<file path="src/rtl/fetch_unit.sv">
// rtl/fetch_unit.sv - instruction fetch stage with PC, IF/ID register and end-of-memory halt
module fetch_unit #(
  parameter logic [31:0] RESET_PC  = 32'h00000000,
  parameter int unsigned MEM_BYTES = 24,
  parameter logic [31:0] NOP       = 32'h00000000
) (
  input  logic        clk,
  input  logic        rst,
  input  logic        stall,
  input  logic        flush,
  input  logic [31:0] br_target,
  input  logic [31:0] instr_in,
  output logic [31:0] pc,
  output logic        EnIW,
  output logic [31:0] ifid_instr,
  output logic [31:0] ifid_pc4,
  output logic        ifid_valid,
  output logic        halted,
  output logic [15:0] fetch_cnt
);

  typedef enum logic {RUN = 1'b0, HALT = 1'b1} state_t;

  // 33-bit compare so a PC near the top of the address space cannot wrap into legality
  function automatic logic fetch_legal(input logic [31:0] addr);
    fetch_legal = ({1'b0, addr} + 33'd4) <= 33'(MEM_BYTES);
  endfunction

  localparam state_t RESET_STATE = fetch_legal(RESET_PC) ? RUN : HALT;

  state_t      state, state_nxt;
  logic [31:0] pc_q;
  logic [31:0] pc_plus4;
  logic [31:0] tgt_aligned;
  logic        accept;

  assign pc_plus4    = pc_q + 32'd4;
  assign tgt_aligned = br_target & 32'hFFFF_FFFC;
  assign accept      = (state == RUN) && !stall && !flush;

  always_ff @(posedge clk or posedge rst) begin
    if (rst) begin
      state <= RESET_STATE;
    end else begin
      state <= state_nxt;
    end
  end

  always_comb begin
    state_nxt = state;
    if (flush) begin
      state_nxt = fetch_legal(tgt_aligned) ? RUN : HALT;
    end else if (!stall && state == RUN) begin
      state_nxt = fetch_legal(pc_plus4) ? RUN : HALT;
    end
  end

  always_comb begin
    pc     = pc_q;
    EnIW   = (state == RUN);
    halted = (state == HALT);
  end

  always_ff @(posedge clk or posedge rst) begin
    if (rst) begin
      pc_q       <= RESET_PC;
      ifid_instr <= NOP;
      ifid_pc4   <= 32'd0;
      ifid_valid <= 1'b0;
      fetch_cnt  <= 16'd0;
    end else if (flush) begin
      pc_q       <= tgt_aligned;
      ifid_instr <= NOP;
      ifid_valid <= 1'b0;
    end else if (!stall) begin
      if (accept) begin
        pc_q       <= pc_plus4;
        ifid_instr <= instr_in;
        ifid_pc4   <= pc_plus4;
        ifid_valid <= 1'b1;
        if (fetch_cnt != 16'hFFFF) begin
          fetch_cnt <= fetch_cnt + 16'd1;
        end
      end else begin
        // halted: push one bubble so the last real instruction is seen only once
        ifid_instr <= NOP;
        ifid_valid <= 1'b0;
      end
    end
  end

endmodule

</file>
<file path="config.mk">
export PLATFORM = sky130hd
export DESIGN_NAME = fetch_unit
export DESIGN_NICKNAME = d
export VERILOG_FILES = /design/src/rtl/fetch_unit.sv
export SDC_FILE = /design/constraint.sdc
export NUM_CORES = 1
export LEC_CHECK = 0
export BUFFER_PORTS_ARGS = -buffer_cell sky130_fd_sc_hd__buf_2
export CORE_MARGIN = 2
export CORE_UTILIZATION = 54
export DETAILED_ROUTE_END_ITERATION = 8
export PLACE_DENSITY = 0.92
export SLEW_MARGIN = 20
export SYNTH_ARGS = -nofsm -noshare
export SYNTH_HDL_FRONTEND = slang
export SYNTH_SLANG_ARGS = --single-unit
</file>
<file path="constraint.sdc">
create_clock -name clk -period 4.7 [get_ports clk]
set_input_delay 0.94 -clock clk [delete_from_list [all_inputs] [get_ports clk]]
set_output_delay 0.94 -clock clk [all_outputs]
set_load 0.02 [all_outputs]
</file>
==> key figures <==
Run status
  • Status: complete, no violations

GRT
  • Met1 Use GR: 37.7%
  • Initial antenna violation count: 0
  • Number of global-route vias before repair: 5679
  • M3 GR Usage: 6.64%
  • Gr ovfl total: 0
  • Top Usage Layer GRT: met2
  • GRT Overall Usage: 27.1%
  • GR Util met2: 42.7%
  • Pin count of the biggest net entering global routing: 72
  • First-pass GRT wire length: 28900 um

Power
  • Leakage power: 3.63 nW
  • Logic gate share of total power: 19.0%
  • Seq pwr share: 48.7%
  • Cell Pwr Density: 278 mW/mm^2
  • Clk network pwr share: 32.3%
  • Peak supply drop: 160 uV
  • Internal Power: 0.00152 W
  • Switching Share: 31.8%
  • Sw Pwr: 0.000706 W

Job
  • Max Cap Viol: 0

Synthesis
  • Synth Instances: 765
  • Post-synthesis compound-gate area fraction: 15.5%
  • Adder-Cell Fraction of Synth Area: 1.10%
  • Simple-gate share of the synthesized area: 26.1%
  • Leading post-synthesis cells by cell area: dfrtp_1, xnor2_1, nand2_1
  • Ys async rst share: 100%
  • Top FF cell, synth: dfrtp_1
  • Cell taking the most area after synthesis: dfrtp_1
  • Number of synthesized flops with an enable pin: 0
  • Largest family of logic cells by synthesized area: simple AND/OR/NAND/NOR gates
  • Synth Cell Area: 0.00680 sq mm
  • Sequential cell area fraction in the yosys report: 40.5%
  • Synth top area share: 40.5%
  • Post-synthesis cell type count: 66
  • Yosys synthesis warning count: 0
  • FF+latch count, synth: 110
  • Syn Area/Cell: 8.89 sq um
  • Synth Area in XOR/XNOR: 10.0%
  • Mux cell area share after synthesis: 2.25%

Cells and area
  • Post-layout util: 65.8%
  • Multi-input gate area: 0.00377 sq mm
  • Syn-to-layout area delta: 17.6%
  • Commonest non-fill, non-tap cell in the layout: buf_2
  • # nets final: 983
  • Final antenna diode count: 0
  • Fillers: 1016
  • Fraction of layout cells with a size suffix above 1: 25.3%
  • Post-route design area: 0.00800 sq mm
  • Most frequent cells in the layout: buf_2, dfrtp_1, nand2_1, nor2_1, xnor2_1
  • Fin cells: 1082
  • Sequential cell area: 0.00275 sq mm

Placed design
  • Gpl congestion: 0.969
  • DP Area: 0.00772 sq mm
  • Cells after DPL: 1066
  • Port bufs: 176
  • HPWL Detailed: 13700 um
  • DP Worst Slack: 812 ps

Route
  • Drt pass-1 iters: 7
  • Vias per cell: 5.92
  • Post-Route WL: 18600 um
  • DR WL/cell: 17.2 um
  • Final ANT Viol Nets: 0
  • DRC Markers: 0
  • Routed vias: 6403
  • DRT iter0 DRCs: 1003

Timing
  • RSZ-0062 raised after global routing: no
  • Tcrit/Tclk final: 86.6%
  • Peak Freq: 246 MHz
  • TNS Setup: 0 ps
  • Final min period: 4070 ps
  • Slew margin rel.: 28.0%
  • Final hold vios: 0
  • Fin worst setup slack: 631 ps
  • Clock skew: 12.0 ps
  • Least-Margin Pin Slew: 1070 ps
  • Final Max Slew Viols: 0
  • Final setup fails: 0

CTS
  • Clk buf depth: 2
  • CTS root buffer: clkbuf_16
  • CTS tree: built
  • # hold bufs at CTS: 0
  • # resized after CTS: 0
  • Post-CTS setup buffer count: 0
  • Clk sinks: 110
  • Clk pin slew, worst setup/hold paths: 80 ps
  • CTS Buf Count: 9
  • CTS H-Tree Depth: 3
  • Clk Latency, worst-skew pair: 350 ps

Floorplanning
  • Die area: 0.0135 sq mm
  • Initial Utilization: 55.9%
  • Boundary Pins: 183
  • Core box area: 0.0122 sq mm
  • Rows: 40
  • Die width: 116 um
  • Chip Height: 116 um

Setup path
  • Cell-by-cell trace of the critical path: ha_1 > and3_1 > nand4_1 > xnor2_1 > o211ai_1 > a211oi_4 > or4b_1 > and3_1 > nor4_1 > a21oi_1
  • Worst stage delay on the critical path: 720 ps
  • R2r worst-path depth: 10
  • Cell mode on critical path: and3_1
  • CP endpoint kind: register
  • RR Startpoint: pc[3]
  • CP Max Fanout: 16
  • Largest delay share family, worst path: simple AND/OR/NAND/NOR gates
  • CP max stage cell: dfrtp_1
  • CP startpoint kind: register
  • Data required, critical path: 4920 ps
  • Setup slack, reg-to-reg: 630 ps
  • Data arrival, critical path: 4290 ps
  • WP buf/inv: 0
  • Reg-to-reg endpoint: halted
  • Worst Setup Path Type: reg -> reg

Min path
  • Hold path startpoint: ifid_pc4[2]
  • Hold path endpoint: ifid_pc4[2]
  • Hold depth: 2
  • Min-Delay Path Class: reg -> reg
worst reg2reg max path, cell delays in order (launching register included):
cell      delay, ps
dfrtp_1         720
ha_1            520
and3_1          300
nand4_1         380
xnor2_1         430
o211ai_1        240
a211oi_4        380
or4b_1          460
and3_1          190
nor4_1          230
a21oi_1          90
state kept, by name, summed over array words and instances, names as in the netlist:
signal and count:
ifid_valid 1, pc 30, ifid_instr 32, halted 1
fetch_cnt 16, ifid_pc4 30
cell type report:
cell class	count	share of cell area, %
clock buffers	11	2.91
clock inverters	5	0.516
inverters	11	0.548
multi-input cells	592	47.1
flip-flops and latches	110	34.4
well taps	168	2.63
repair buffers	185	11.9
worst max path at each step:
| stage | endpoint | from | cells after the start | slack (ps) |
|---|---|---|---|---|
| after floorplan | fetch_cnt[0] | rst | 1 | 860 |
| after CTS | halted | pc[3] | 10 | 790 |
| after detailed placement | halted | pc[3] | 10 | 810 |
| after global routing | halted | pc[3] | 10 | 470 |
| after global placement | halted | pc[3] | 10 | 900 |
| final | halted | pc[3] | 10 | 630 |
power groups by stage:
stage	Sequential [W]	Combinational, W	Clock, W
floorplan	0.00112	0.000246	0
global placement	0.00109	0.000412	0
detailed placement	0.00110	0.000418	0
CTS	0.00108	0.000422	0.000724
global route	0.00109	0.000462	0.000772
finish	0.00108	0.000423	0.000718
per-stage QoR:
stage	power, W	hold WS [ps]
floorplan	0.00137	587
global placement	0.00150	454
detailed placement	0.00152	475
CTS	0.00222	491
global route	0.00233	511
finish	0.00222	488
per-layer routing:
| layer | vias to the layer above | wire (um) |
|---|---|---|
| met5 | - | 0 |
| met4 | 0 | 466 |
| met3 | 53 | 1810 |
| met2 | 356 | 8270 |
| met1 | 2938 | 8060 |
| li1 | 3056 | - |
logic make-up after synthesis:
kind of cell / count (synthesis)
flip-flops: 110
multiplexers: 14
adder cells (fa/ha/maj): 6
AND/OR/NAND/NOR: 332
AO/OA/AOI/OAI: 158
buffers and inverters: 66
XOR/XNOR: 78
other: 1
synthesized netlist by cell type, types with 5 or more instances:
cell	n
xor2_1	29
nor3_1	25
or3_1	11
nand4b_1	5
inv_1	11
nor4_1	9
o21ai_0	44
o31ai_1	5
ha_1	6
and4_1	9
dfrtp_1	110
buf_2	7
nand2b_1	6
nor2_1	72
a22o_1	32
and3_1	18
nand4_1	34
buf_4	9
clkbuf_1	34
mux2_2	9
xnor2_1	49
nand3_1	38
a21oi_1	42
nand2_1	76
Note: power is estimated with default switching activity, not from simulation.
